[config.mk]
export PLATFORM = sky130hd
export DESIGN_NAME = matrix_receiver
export DESIGN_NICKNAME = d
export VERILOG_FILES = /design/src/rtl/matrix_uart_pkg.sv /design/src/rtl/matrix_receiver.sv
export SDC_FILE = /design/constraint.sdc
export NUM_CORES = 1
export LEC_CHECK = 0
export BUFFER_PORTS_ARGS = -buffer_cell sky130_fd_sc_hd__buf_2
export CORE_MARGIN = 4
export CORE_UTILIZATION = 35
export DETAILED_ROUTE_END_ITERATION = 8
export GPL_ROUTABILITY_DRIVEN = 0
export SYNTH_ARGS = -nofsm -noshare
export SYNTH_HDL_FRONTEND = slang
export SYNTH_SLANG_ARGS = --single-unit
[constraint.sdc]
create_clock -name system_clock -period 3.9 [get_ports system_clock]
set_input_delay 0.585 -clock system_clock [delete_from_list [all_inputs] [get_ports system_clock]]
set_output_delay 0.585 -clock system_clock [all_outputs]
set_load 0.02 [all_outputs]
[src/rtl/matrix_uart_pkg.sv]
// Shared types and constants for the matrix UART transmitter/receiver pair.
// The transmitter's special characters live here so both directions agree.
package matrix_uart_pkg;

    localparam int unsigned NB_W   = 15;
    localparam int unsigned CNT_W  = 17;
    localparam int unsigned LINE_W = 8;
    localparam int unsigned MAX_N  = 256;

    localparam logic [7:0] CHAR_SPACE = 8'h20;
    localparam logic [7:0] CHAR_CR    = 8'h0D;
    localparam logic [7:0] CHAR_LF    = 8'h0A;

    typedef enum logic [2:0] {
        IDLE   = 3'd0,
        DATA   = 3'd1,
        SEP    = 3'd2,
        CR     = 3'd3,
        LF     = 3'd4,
        RESYNC = 3'd5,
        DONE   = 3'd6
    } rx_state_e;

endpackage

[src/rtl/matrix_receiver.sv]
// Receives an N x N byte matrix from a UART RX stream into a linear frame buffer.
// Optional FRAME_CHECK_EN checks separator/CR/LF values and resyncs on the next LF.
module matrix_receiver
    import matrix_uart_pkg::*;
(
    input  logic              system_clock,
    input  logic              rst_n,
    input  logic              clock_enable,
    input  logic              start,
    input  logic [NB_W-1:0]   num_bytes,
    input  logic              rx_valid,
    input  logic [7:0]        rx_data,
    output logic              rx_ready,
    output logic              wr_en,
    output logic [CNT_W-1:0]  wr_addr,
    output logic [7:0]        wr_data,
    output logic              busy,
    output logic              done,
    output logic              frame_error,
    output logic [CNT_W-1:0]  data_counter,
    output logic [LINE_W-1:0] line_counter
);

    localparam logic [NB_W-1:0] MAX_N_W = NB_W'(MAX_N);

    rx_state_e        r_state;
    rx_state_e        w_next_state;
    logic [NB_W-1:0]  r_num;
    logic [NB_W-1:0]  r_col;
    logic [CNT_W-1:0] r_row_base;
    logic             w_rx_ready;
    logic             w_accept;
    logic             w_byte_ok;
    logic             w_last_col;
    logic             w_last_row;
    logic             w_row_end;
    logic             w_bad_frame;

    // State register
    always_ff @(posedge system_clock) begin
        if (!rst_n) begin
            r_state <= IDLE;
        end else if (clock_enable) begin
            r_state <= w_next_state;
        end
    end

    // Combinational outputs: readiness and framing decode
    always_comb begin
        w_rx_ready = 1'b0;
        case (r_state)
            DATA, SEP, CR, LF, RESYNC: w_rx_ready = 1'b1;
            default:                   w_rx_ready = 1'b0;
        endcase
    end

    always_comb begin
        w_byte_ok = 1'b1;
`ifdef FRAME_CHECK_EN
        case (r_state)
            SEP:     w_byte_ok = (rx_data == CHAR_SPACE);
            CR:      w_byte_ok = (rx_data == CHAR_CR);
            LF:      w_byte_ok = (rx_data == CHAR_LF);
            default: w_byte_ok = 1'b1;
        endcase
`endif
    end

    assign rx_ready    = w_rx_ready;
    assign w_accept    = rx_valid && w_rx_ready && clock_enable;
    assign w_last_col  = !(r_col < (r_num - NB_W'(1)));
    assign w_last_row  = ((NB_W'(line_counter) + NB_W'(1)) == r_num);
    assign w_bad_frame = w_accept && !w_byte_ok && (r_state inside {SEP, CR, LF});
    assign w_row_end   = w_accept &&
                         (((r_state == LF) && w_byte_ok) ||
                          ((r_state == RESYNC) && (rx_data == CHAR_LF)));

    // Next-state logic
    always_comb begin
        w_next_state = r_state;
        case (r_state)
            IDLE: begin
                if (start) begin
                    if ((num_bytes == '0) || (num_bytes > MAX_N_W)) w_next_state = DONE;
                    else                                            w_next_state = DATA;
                end
            end
            DATA:   if (w_accept) w_next_state = w_last_col ? CR : SEP;
            SEP:    if (w_accept) w_next_state = w_byte_ok ? DATA : RESYNC;
            CR:     if (w_accept) w_next_state = w_byte_ok ? LF : RESYNC;
            LF: begin
                if (w_accept) begin
                    if (!w_byte_ok)      w_next_state = RESYNC;
                    else if (w_last_row) w_next_state = DONE;
                    else                 w_next_state = DATA;
                end
            end
            RESYNC: if (w_row_end) w_next_state = w_last_row ? DONE : DATA;
            DONE:   w_next_state = IDLE;
            default: w_next_state = IDLE;
        endcase
    end

    // Registered outputs, counters and write port
    always_ff @(posedge system_clock) begin
        if (!rst_n) begin
            r_num        <= '0;
            r_col        <= '0;
            r_row_base   <= '0;
            wr_en        <= 1'b0;
            wr_addr      <= '0;
            wr_data      <= '0;
            busy         <= 1'b0;
            done         <= 1'b0;
            frame_error  <= 1'b0;
            data_counter <= '0;
            line_counter <= '0;
        end else if (clock_enable) begin
            wr_en <= 1'b0;
            done  <= (w_next_state == DONE);
            busy  <= (w_next_state inside {DATA, SEP, CR, LF, RESYNC});
            if ((r_state == IDLE) && start) begin
                r_num        <= num_bytes;
                r_col        <= '0;
                r_row_base   <= '0;
                data_counter <= '0;
                line_counter <= '0;
                frame_error  <= (num_bytes > MAX_N_W);
            end
            if ((r_state == DATA) && w_accept) begin
                wr_en        <= 1'b1;
                wr_addr      <= data_counter;
                wr_data      <= rx_data;
                data_counter <= data_counter + CNT_W'(1);
                r_col        <= r_col + NB_W'(1);
            end
            if (w_bad_frame) begin
                frame_error <= 1'b1;
            end
            // Row end also realigns data_counter after a resync skipped bytes
            if (w_row_end) begin
                r_col        <= '0;
                line_counter <= line_counter + LINE_W'(1);
                r_row_base   <= r_row_base + CNT_W'(r_num);
                data_counter <= r_row_base + CNT_W'(r_num);
            end
        end
    end

endmodule

Yosys cells after proc, flatten, opt, wreduce, memory -nomap -nowiden
Cells that the tools add are included.

operators by class
  add/subtract/negate cells = 6
  $lt $le $gt $ge = 2
  equal/unequal tests = 13
  multiplexer cells = 21
  reductions and logical operators = 18

operators with widths
  operator                                                         count
  2-to-1 mux 17 bit                                                4
  2-to-1 mux 15 bit                                                3
  2-to-1 mux 3 bit                                                 8
  case mux 3 bit (6 select lines)                                  1
  adder 17 x 1 -> 17 bit (second input constant)                   1
  adder 17 x 15 -> 17 bit                                          1
  2-to-1 mux 8 bit                                                 2
  adder 15 x 1 -> 15 bit (second input constant)                   1
  equality test 3 bit (second input constant)                      5
  equality test 9 x 15 -> 1 bit                                    1
  greater-than comparator 15 x 9 -> 1 bit (second input constant)  1
  zero test 15 bit                                                 1
  less-than comparator 15 bit                                      1
  subtractor 15 x 1 -> 15 bit (second input constant)              1
  equality test 3 x 2 -> 1 bit (second input constant)             4
  adder 8 x 1 -> 9 bit (second input constant)                     1
  adder 8 x 1 -> 8 bit (second input constant)                     1
  equality test 8 x 4 -> 1 bit (second input constant)             1
  AND reduction 2 bit                                              4
  equality test 3 x 1 -> 1 bit (second input constant)             2
  logical AND 1 bit                                                6
  nonzero test 5 bit                                               1
  OR reduction 5 bit                                               1
  zero test 3 bit                                                  1
  other kinds (4)                                                  7

word-level totals
  flip-flop bits (word level) = 104
  output and inout bits = 55
  logic and storage cells = 72

Depth between registers and ports, before layout
Gate-level depths: netlist (run 1).

  depth after elaboration = 10
  depth in mapped cells = 14

Least setup slack after synthesis (run 1)
Ideal clock, no wire load.

  path kind = reg2reg
  start = reg r_num[2]
  end = reg busy
  data arrival time = 2,744 ps
  data required time = 3,766 ps
  setup slack = 1,022 ps
  stages on the path, launching flop included = 15
  buffers on the path = 1
  clock period less this slack = 2,878 ps
  path through = dfxtp_1 > buf_2 > or3_1 > nor4_1 > nand2_1 > nor4_1 > xnor2_1 > ha_1 > a211oi_1 > o21ai_0 > a31oi_1 > o21a_1 > o221ai_1 > nor3_1 > a311oi_1

on the way
  word-level cells in the longest chain between the ends = 7
  elaborated cells on any way between the ends = 15
  classes of those cells = 1 x add/sub; 1 x order compare; 6 x eq/ne; 6 x mux; 1 x reduce/logical

ends and longest elaborated chain
  item                                                        RTL line                RTL
  start: declaration                                          matrix_receiver.sv:28   logic [NB_W-1:0] r_num;
  start signal: assignment                                    matrix_receiver.sv:123  r_num <= num_bytes;
  subtractor 15 x 1 -> 15 bit                                 matrix_receiver.sv:71   assign w_last_col = !(r_col < (r_num - NB_W'(1)));
  less-than comparator 15 bit                                 matrix_receiver.sv:71
  2-to-1 mux 1 bit                                            matrix_receiver.sv:88   DATA: if (w_accept) w_next_state = w_last_col ? CR : SEP;
  2-to-1 mux 3 bit                                            matrix_receiver.sv:88
  case mux 3 bit (6 select lines) (*)                         matrix_receiver.sv:81   case (r_state)
  equality test 3 x 1 -> 1 bit, or another cell as far along  matrix_receiver.sv:121  busy <= (w_next_state inside {DATA, SEP, CR, LF, RESYNC});
  nonzero test 5 bit (*)                                      matrix_receiver.sv:121
  end signal: assignment                                      matrix_receiver.sv:121
  end: declaration                                            matrix_receiver.sv:17   output logic busy,

Every way passes the cells marked *; elsewhere a longest branch is shown, timed or not.
A chain may end at the register's enable or synchronous reset.

Worst setup path after layout (run 1)
Same ends and word-level chain as after synthesis.

==> results of run 1 <==
cell families after synthesis:
group	count (synthesis)	synth area share
AO/OA/AOI/OAI	192	0.2185
XOR/XNOR	43	0.06142
adder cells (fa/ha/maj)	34	0.07060
buffers and inverters	55	0.03611
flip-flops	104	0.3395
multiplexers	3	0.004897
AND/OR/NAND/NOR	327	0.2689
routing by layer:
layer | up-vias | wire length [um] | track usage
li1 | 2829 | - | -
met1 | 2599 | 8457 | 0.2441
met2 | 125 | 7354 | 0.2613
met3 | 19 | 661 | 0.03448
met4 | 0 | 283 | 0.05405
met5 | - | 0 | 0
power by group:
part	total [mW]	switching [mW]	internal [mW]
Clock	1.00	0.434	0.568
Combinational	0.312	0.189	0.122
Sequential	1.11	0.0328	1.08
Total	2.42	0.657	1.77
cell usage after synthesis, types with 3 or more instances:
cell / instances
sky130_fd_sc_hd__nand3b_1: 4
sky130_fd_sc_hd__o21a_1: 10
sky130_fd_sc_hd__and3_1: 14
sky130_fd_sc_hd__inv_1: 14
sky130_fd_sc_hd__o21ai_0: 27
sky130_fd_sc_hd__a41oi_1: 3
sky130_fd_sc_hd__nor2_1: 37
sky130_fd_sc_hd__nor2b_1: 12
sky130_fd_sc_hd__buf_2: 11
sky130_fd_sc_hd__mux2i_1: 3
sky130_fd_sc_hd__and4_1: 5
sky130_fd_sc_hd__ha_1: 33
sky130_fd_sc_hd__and2_1: 7
sky130_fd_sc_hd__nand2_1: 150
sky130_fd_sc_hd__clkbuf_1: 27
sky130_fd_sc_hd__nor3_1: 18
sky130_fd_sc_hd__nand2b_1: 5
sky130_fd_sc_hd__a21o_1: 6
sky130_fd_sc_hd__xnor2_1: 24
sky130_fd_sc_hd__a31oi_1: 5
sky130_fd_sc_hd__o211a_1: 5
sky130_fd_sc_hd__o211ai_1: 3
sky130_fd_sc_hd__nor4b_1: 3
sky130_fd_sc_hd__o31a_1: 4
sky130_fd_sc_hd__dfxtp_1: 104
sky130_fd_sc_hd__a311oi_1: 3
sky130_fd_sc_hd__nor3b_1: 5
sky130_fd_sc_hd__nand4_1: 12
sky130_fd_sc_hd__nand3_1: 22
sky130_fd_sc_hd__a21oi_1: 40
sky130_fd_sc_hd__or4_1: 3
sky130_fd_sc_hd__xor2_1: 19
sky130_fd_sc_hd__a21boi_0: 59
sky130_fd_sc_hd__nor4_1: 8
sky130_fd_sc_hd__or3_1: 6
sequential cells by signal (all words and copies together), names as in the netlist:
register and count:
busy 1, data_counter 17, done 1, frame_error 1
line_counter 8, r_col 15, r_num 15, r_row_base 17
r_state 3, wr_addr 17, wr_data 8, wr_en 1
layout by cell type, fill, tap and decap left out, types with 4 or more instances in the layout:
master,synthesis,routed
sky130_fd_sc_hd__and2_1,7,7
sky130_fd_sc_hd__o31a_1,4,4
sky130_fd_sc_hd__nand3_1,22,22
sky130_fd_sc_hd__dfxtp_1,104,104
sky130_fd_sc_hd__o21ai_0,27,27
sky130_fd_sc_hd__a21oi_1,40,40
sky130_fd_sc_hd__a21boi_0,59,59
sky130_fd_sc_hd__a31oi_1,5,5
sky130_fd_sc_hd__and3_1,14,14
sky130_fd_sc_hd__ha_1,33,33
sky130_fd_sc_hd__and4_1,5,5
sky130_fd_sc_hd__nand2b_1,5,5
sky130_fd_sc_hd__nor4_1,8,8
sky130_fd_sc_hd__inv_1,14,14
sky130_fd_sc_hd__o211a_1,5,5
sky130_fd_sc_hd__xor2_1,19,19
sky130_fd_sc_hd__buf_4,0,10
sky130_fd_sc_hd__a21o_1,6,6
sky130_fd_sc_hd__nand3b_1,4,4
sky130_fd_sc_hd__buf_2,11,82
sky130_fd_sc_hd__xnor2_1,24,24
sky130_fd_sc_hd__nor3_1,18,18
sky130_fd_sc_hd__or3_1,6,6
sky130_fd_sc_hd__nor3b_1,5,5
sky130_fd_sc_hd__nor2b_1,12,12
sky130_fd_sc_hd__nand2_1,150,150
sky130_fd_sc_hd__nand4_1,12,12
sky130_fd_sc_hd__nor2_1,37,37
sky130_fd_sc_hd__clkbuf_16,0,9
sky130_fd_sc_hd__o21a_1,10,10
through the flow:
step | area (sq um) | setup slack, ns | utilization | instances | total power [mW]
2_1_floorplan | 6132 | 1.022 | - | 758 | 1.350
3_3_place_gp | 6740 | 0.7576 | 0.3910 | 1035 | 1.448
3_5_place_dp | 6740 | 0.6278 | 0.3910 | 1035 | 1.447
4_1_cts | 7061 | 0.6137 | 0.4096 | 1051 | 2.449
5_1_grt | 7061 | 0.1837 | 0.4096 | 1051 | 2.537
6_report | 7061 | 0.6074 | 0.4096 | 1051 | 2.424
critical path: cells and delay by family, from the launching register on:
family	cells	cell delay, ns
XOR/XNOR	1	0.11
AND/OR/NAND/NOR	5	1.58
flip-flops	1	0.41
adder cells (fa/ha/maj)	1	0.20
AO/OA/AOI/OAI	6	0.88
worst max path at each step:
| stage | startpoint | end | slack, ns | cells past startpoint |
|---|---|---|---|---|
| final | r_num[2] | busy | 0.61 | 13 |
| after global routing | r_num[2] | busy | 0.18 | 13 |
| after CTS | r_num[2] | busy | 0.61 | 13 |
| after detailed placement | r_num[2] | busy | 0.63 | 13 |
| after global placement | r_num[2] | busy | 0.76 | 13 |
| after floorplan | r_num[2] | busy | 1.02 | 14 |
final cells by class:
type	instances	area, sq um
Sequential cell	104	2082
Tap cell	225	281.5
Inverter	15	56.30
Clock buffer	10	229.0
Timing Repair Buffer	92	485.5
Clock inverter	6	91.34
Multi-Input combinational cell	599	3835
Fill cell	1808	10180
==> out/summary.log, run 1 <==
[outcome] status finished, final reports clean
[worst_setup_path] Setup crit end kind flip-flop
[timing] setup repair after global routing missed its margin no
[timing] share of the cycle needed by the critical path after routing 0.8443
[hold_path] cell depth of the worst min-delay path 2
[timing] number of setup violations in the final report 0
[worst_setup_path] Worst Path Required 4.13 ns
[cts] worst-case clock buffer depth 2
[worst_setup_path] worst reg2reg path startpoint r_num[2]
[timing] Worst Skew 0.01031 ns
[synth] cell type with the largest total area after synthesis sky130_fd_sc_hd__dfxtp_1
[worst_setup_path] type of element launching the critical path flip-flop
[global_routing] largest net degree at the start of global routing 48
[worst_setup_path] signal arrival time at the worst endpoint 3.52 ns
[cts] Hold Buf Count CTS 0
[power] peak supply drop 0.1771 mV
[detailed_routing] DRC 0
[timing] relative slew slack 0.4652
[floorplanning] total number of placement rows 48
[detailed_routing] DR pass1 iterations 4
[power] power density normalized to cell area 343.4 mW/mm^2
[synth] synthesized area per cell 8.090 sq um
[cts] sinks on the clock net 104
[placement] HPWL reported at the end of detailed placement 12.18 mm
[synth] Synth area leaders sky130_fd_sc_hd__dfxtp_1 (34%), sky130_fd_sc_hd__nand2_1 (9.2%), sky130_fd_sc_hd__a21boi_0 (7.2%)
[timing] Max Slew Vio Count 0
[synth] number of warnings printed during yosys synthesis 0
[hold_path] destination of the worst hold path r_row_base[13]
[cts] number of buffers inserted to repair setup after CTS 0
[detailed_routing] WL/cell 15.94 um
[worst_setup_path] maximum single-stage delay on the critical path 0.46 ns
[timing] shortest clock period the worst path allows after layout 3.293 ns
[power] leak pwr 2.991 nW
[floorplanning] IO Count 83
[synth] count of flip-flops with a built-in enable after synthesis 0
[detailed_routing] Iteration-0 DRC Markers 343
[global_routing] via count of the first global-routing pass 5200
[detailed_routing] via count 5572
[synth] syn nets 820
[layout] fraction of final layout cells sized beyond drive strength 1 0.1550
[floorplanning] Chip Height 140.4 um
[timing] post-route worst hold slack 0.4570 ns
[cts] clk root buf sky130_fd_sc_hd__clkbuf_16
[worst_setup_path] cell repeated most along the worst path sky130_fd_sc_hd__nor4_1
[synth] Cells after Synth 758
[timing] Tightest Pin Transition 0.7820 ns
[worst_setup_path] path type of the worst setup path flip-flop to flip-flop
[floorplanning] floorplan core area 0.01724 sq mm
[global_routing] number of antenna violations at the first check in global routing 0
[worst_setup_path] number of cells on the worst reg-to-reg path 13
[synth] fraction of the yosys area taken by sequential cells 0.3395
[worst_setup_path] worst reg-to-reg setup slack 0.61 ns
[worst_setup_path] crit path cell chain or3_1, nor4_1, nand2_1, nor4_1, xnor2_1, ha_1, a211oi_1, o21ai_0, a31oi_1, o21a_1, o221ai_1, nor3_1, a311oi_1
[global_routing] Global Route Usage Sum 0.1717
[timing] f_max 303.7 MHz
[floorplanning] Die Span X 140.4 um
[synth] post-synthesis instance area 0.006132 sq mm
[global_routing] wire length of the first global-routing pass 27.69 mm
[timing] final sum of negative setup slack 0 ns
[layout] area overhead of the layout relative to synthesis 15.14%
[synth] count of state elements after synthesis 104
[detailed_routing] Detailed Route WL 16.76 mm
[synth] leading register cell type out of synthesis sky130_fd_sc_hd__dfxtp_1
[worst_setup_path] terminus of the critical flop-to-flop path busy
[synth] share of Yosys cell area claimed by the top area cell type 0.3395
[hold_path] Hold Crit Start r_row_base[13]
[global_routing] global route overflow 0
[cts] source-to-sink clock delay at the later pin of the worst-skew pair 0.36 ns
[run] max cap viols 0
[floorplanning] DIE AREA 0.01970 sq mm
[cts] CTS buffer count 9
[detailed_routing] average vias per placed instance 5.302
[hold_path] hold crit path type flip-flop to flip-flop
[cts] total of cells resized after clock tree synthesis 0
[synth] share of synthesized registers carrying an async set or reset 0
[synth] post-synthesis cell type count 73
[detailed_routing] antenna viol nets, final 0
[layout] number of nets in the finished design 883
[cts] CTS HTree Levels 3
[timing] Final Hold Viols 0
[worst_setup_path] master of the slowest instance on the critical path sky130_fd_sc_hd__nor4_1
[layout] antenna cells 0
[floorplanning] starting utilization of the core area 0.3558
[placement] number of buffer cells added on primary ports 82
[cts] clock-pin slew on the worst setup and hold paths 0.07 ns
[cts] CTS tree done
[worst_setup_path] largest driver fanout on the critical path 9
Power figures use the tool's default switching activity.
==> run 2, diff against run 1 <==
--- a/config.mk
+++ b/config.mk
@@ -5,6 +5,7 @@
 export SDC_FILE = /design/constraint.sdc
 export NUM_CORES = 1
 export LEC_CHECK = 0
+export ABC_AREA = 1
 export BUFFER_PORTS_ARGS = -buffer_cell sky130_fd_sc_hd__buf_2
 export CORE_MARGIN = 4
 export CORE_UTILIZATION = 35
==> constraint.sdc (replaced) <==
create_clock -name system_clock -period 3.3 [get_ports system_clock]
set_input_delay 0.495 -clock system_clock [delete_from_list [all_inputs] [get_ports system_clock]]
set_output_delay 0.495 -clock system_clock [all_outputs]
set_load 0.02 [all_outputs]
==> run 2 against run 1 <==
First-iteration DRC count grew 29%; critical path depth grew 8; clock skew shrank 0.0012 ns; design area shrank 1.9%; area after synthesis shrank 2.0%; non-clock buffer count shrank 3; via count grew 4.9%; highest routed layer unchanged; critical path type unchanged; count of clock-buffer cells in the layout shrank 1; routed wire length shrank 0.39%; sequential share of layout area grew 0.57 points; die area shrank 1.9%.
==> out/summary.log, run 2 <==
[worst_setup_path] worst reg-to-reg setup slack 0.37 ns [-0.24 ns]
[synth] share of synthesized registers carrying an async set or reset 0 [unchanged]
[outcome] status finished, final reports clean
[worst_setup_path] crit path cell chain inv_1, ha_1, nand3_1, nor3_2, nand3_2, nor2_2, nand2_1, xor2_1, ha_1, nand2_1, inv_1, nand3_1, inv_1, a21oi_1, nand3_1, nand2_1, nand3b_1, nor2_1, nand2_1, nand2_1, a21oi_2
[floorplanning] Chip Height 139.1 um [-0.94%]
[layout] antenna cells 0 [unchanged]
[worst_setup_path] cell repeated most along the worst path sky130_fd_sc_hd__nand2_1
[timing] f_max 341.3 MHz [+12%]
[synth] count of flip-flops with a built-in enable after synthesis 0 [unchanged]
[timing] Max Slew Vio Count 0 [unchanged]
[worst_setup_path] buffer and inverter count on the worst path 3 [+3]
[detailed_routing] WL/cell 14.38 um [-9.8%]
[layout] area overhead of the layout relative to synthesis 15.24% [about the same]
[layout] commonest cells after routing, fill and taps aside sky130_fd_sc_hd__nand2_1 (175), sky130_fd_sc_hd__dfxtp_1 (104), sky130_fd_sc_hd__a21oi_1 (103)
[timing] Worst Skew 0.009068 ns [-0.001241 ns]
[global_routing] wire length of the first global-routing pass 27.55 mm [-0.50%]
[worst_setup_path] number of cells on the worst reg-to-reg path 21 [+8]
[cts] CTS HTree Levels 3 [unchanged]
[detailed_routing] antenna viol nets, final 0 [unchanged]
[cts] worst-case clock buffer depth 2 [unchanged]
[worst_setup_path] cell type group with the largest total delay on the critical path simple AND/OR/NAND/NOR gates
[global_routing] largest net degree at the start of global routing 60 [+25%]
[cts] clock-pin slew on the worst setup and hold paths 0.08 ns [about the same]
[cts] clk root buf sky130_fd_sc_hd__clkbuf_16
[global_routing] via count of the first global-routing pass 5368 [+3.2%]
[worst_setup_path] path type of the worst setup path flip-flop to flip-flop
[synth] leading cell type by number of instances after synthesis sky130_fd_sc_hd__nand2_1
[worst_setup_path] terminus of the critical flop-to-flop path busy
[global_routing] global route overflow 0 [unchanged]
[floorplanning] Die Span X 139.1 um [-0.94%]
[global_routing] Global Route Usage Sum 0.1729 [+0.001230]
[cts] source-to-sink clock delay at the later pin of the worst-skew pair 0.37 ns [about the same]
[floorplanning] DIE AREA 0.01933 sq mm [-1.9%]
[detailed_routing] Detailed Route WL 16.69 mm [-0.39%]
[worst_setup_path] signal arrival time at the worst endpoint 3.17 ns [-0.35 ns]
[synth] share of Yosys cell area claimed by the top area cell type 0.3464 [+0.006855]
[layout] fraction of final layout cells sized beyond drive strength 1 0.1583 [+0.003379]
[timing] final sum of negative setup slack 0 ns [unchanged]
[cts] CTS buffer count 9 [unchanged]
[hold_path] cell depth of the worst min-delay path 3 [+1]
[timing] relative slew slack 0.6218 [+0.1566]
[synth] most frequent cells after synthesis sky130_fd_sc_hd__nand2_1 (175), sky130_fd_sc_hd__dfxtp_1 (104), sky130_fd_sc_hd__a21oi_1 (103)
[floorplanning] floorplan core area 0.01670 sq mm [-3.1%]
[layout] commonest non-fill, non-tap cell in the layout sky130_fd_sc_hd__nand2_1
[synth] Cells after Synth 863 [+14%]
[detailed_routing] Iteration-0 DRC Markers 441 [+29%]
[timing] shortest clock period the worst path allows after layout 2.930 ns [-0.3624 ns]
[worst_setup_path] largest driver fanout on the critical path 4 [-5]
[power] Total Power 2.848 mW [+17%]
[hold_path] destination of the worst hold path r_num[14]
[worst_setup_path] worst reg2reg path startpoint r_num[0]
[power] leak pwr 3.097 nW [+3.6%]
[synth] leading register cell type out of synthesis sky130_fd_sc_hd__dfxtp_1
[run] max cap viols 0 [unchanged]
[synth] synthesized area per cell 6.965 sq um [-14%]
[worst_setup_path] Setup crit end kind flip-flop
[worst_setup_path] Worst Path Required 3.54 ns [-0.59 ns]
[synth] Synth area leaders sky130_fd_sc_hd__dfxtp_1 (35%), sky130_fd_sc_hd__nand2_1 (11%), sky130_fd_sc_hd__a21oi_1 (8.6%)
[synth] post-synthesis instance area 0.006011 sq mm [-2.0%]
[synth] syn nets 925 [+13%]
[floorplanning] total number of placement rows 47 [-2.1%]
[worst_setup_path] type of element launching the critical path flip-flop
[cts] total of cells resized after clock tree synthesis 0 [unchanged]
[detailed_routing] via count 5843 [+4.9%]
[cts] Hold Buf Count CTS 0 [unchanged]
[hold_path] hold crit path type input port to flip-flop
[cts] CTS tree done
[cts] number of buffers inserted to repair setup after CTS 0 [unchanged]
[placement] HPWL reported at the end of detailed placement 12.62 mm [+3.6%]
[detailed_routing] average vias per placed instance 5.033 [-5.1%]
[timing] number of setup violations in the final report 0 [unchanged]
[worst_setup_path] master of the slowest instance on the critical path sky130_fd_sc_hd__dfxtp_1
[cts] sinks on the clock net 104 [unchanged]
[power] peak supply drop 0.2721 mV [+54%]
[synth] fraction of the yosys area taken by sequential cells 0.3464 [+0.006855]
[layout] utilization after layout 0.4147 [+0.005119]
[hold_path] Hold Crit Start num_bytes[14]
[timing] Final Hold Viols 0 [unchanged]
[floorplanning] IO Count 83 [unchanged]
[worst_setup_path] maximum single-stage delay on the critical path 0.34 ns [-0.12 ns]
[timing] Tightest Pin Transition 0.5673 ns [-0.2147 ns]
[placement] number of buffer cells added on primary ports 82 [unchanged]
[layout] number of nets in the finished design 998 [+13%]
[detailed_routing] DRC 0 [unchanged]
[synth] post-synthesis cell type count 47 [-36%]
[synth] number of warnings printed during yosys synthesis 0 [unchanged]
[global_routing] number of antenna violations at the first check in global routing 0 [unchanged]
[timing] share of the cycle needed by the critical path after routing 0.8879 [+0.04367]
[layout] final standard cell area without fillers 0.006927 sq mm [-1.9%]
[layout] registers with the most flip-flops data_counter (17), r_row_base (17), wr_addr (17)
[floorplanning] starting utilization of the core area 0.3599 [+0.004140]
[synth] cell type with the largest total area after synthesis sky130_fd_sc_hd__dfxtp_1
[timing] setup repair after global routing missed its margin no
[synth] count of state elements after synthesis 104 [unchanged]
[placement] placement-stage cell area 0.006613 sq mm [-1.9%]
[power] power density normalized to cell area 411.2 mW/mm^2 [+20%]
[detailed_routing] DR pass1 iterations 5 [+1]
[run 2: cell types whose count changed after synthesis, moves of 38 or more]
cell / previous run / this run
sky130_fd_sc_hd__nor2_1: 37 / 75
sky130_fd_sc_hd__o21ai_0: 27 / 80
sky130_fd_sc_hd__a21oi_1: 40 / 103
sky130_fd_sc_hd__inv_1: 14 / 85
sky130_fd_sc_hd__nand3_1: 22 / 65
sky130_fd_sc_hd__a21boi_0: 59 / 0
[run 2: metal layers]
metal | wire length (um) | up-vias | track usage
li1 | - | 3052 | -
met1 | 8337 | 2627 | 0.2429
met2 | 7227 | 144 | 0.2705
met3 | 839 | 20 | 0.03517
met4 | 287 | 0 | 0.04737
met5 | 0 | - | 0
[run 2: how the worst max path moves through the flow]
stage                         from  endpoint  slack, ns  cells after the start
after floorplan           r_num[1]      busy       0.57                     21
after global placement    r_num[1]      busy       0.29                     20
final                     r_num[0]      busy       0.37                     21
after detailed placement  r_num[1]      busy       0.22                     20
after CTS                 r_num[1]      busy       0.19                     20
after global routing      r_num[0]      busy      0.006                     21
[run 2: report_power, final]
group          switching (mW)  internal [mW]  total [mW]
Sequential             0.0392           1.29        1.33
Combinational           0.297          0.153       0.449
Clock                   0.544          0.529        1.07
[run 2: layout make-up]
type,instances,area [sq um]
fill,1791,9774
multi-input combinational,638,3460
sequential,104,2082
timing repair buffer,89,462.9
inverter,94,360.3
tap,220,275.3
clock buffer,9,225.2
clock inverter,7,61.31
[run 2: worst register-to-register path: cells and delay by family (launching register included)]
family | cells | cell delay [ns]
AOI/OAI and AO/OA | 2 | 0.19
xor gates and xnor gates | 1 | 0.15
adders and majority gates | 2 | 0.52
buffers and inverters | 3 | 0.23
DFF | 1 | 0.34
and+or+nand+nor | 13 | 1.39
[run 2: kinds of logic (layout without fill, tap and decap cells)]
group	count (synthesis)	after routing	share of synthesized area
XOR/XNOR	16	16	0.02331
AND/OR/NAND/NOR	362	362	0.2698
buffers and inverters	121	199	0.08264
flip-flops	104	104	0.3464
AO/OA/AOI/OAI	226	226	0.2059
adder cells (fa/ha/maj)	34	34	0.07202
[run 2: metrics by stage]
stage | hold WS, ns | instances | setup slack [ns]
after floorplan | 0.4438 | 863 | 0.5685
after global placement | 0.4578 | 1145 | 0.2927
after CTS | 0.3768 | 1161 | 0.1866
after detailed placement | 0.4582 | 1145 | 0.2190
after global routing | 0.3912 | 1161 | 0.006204
final | 0.3730 | 1161 | 0.3698
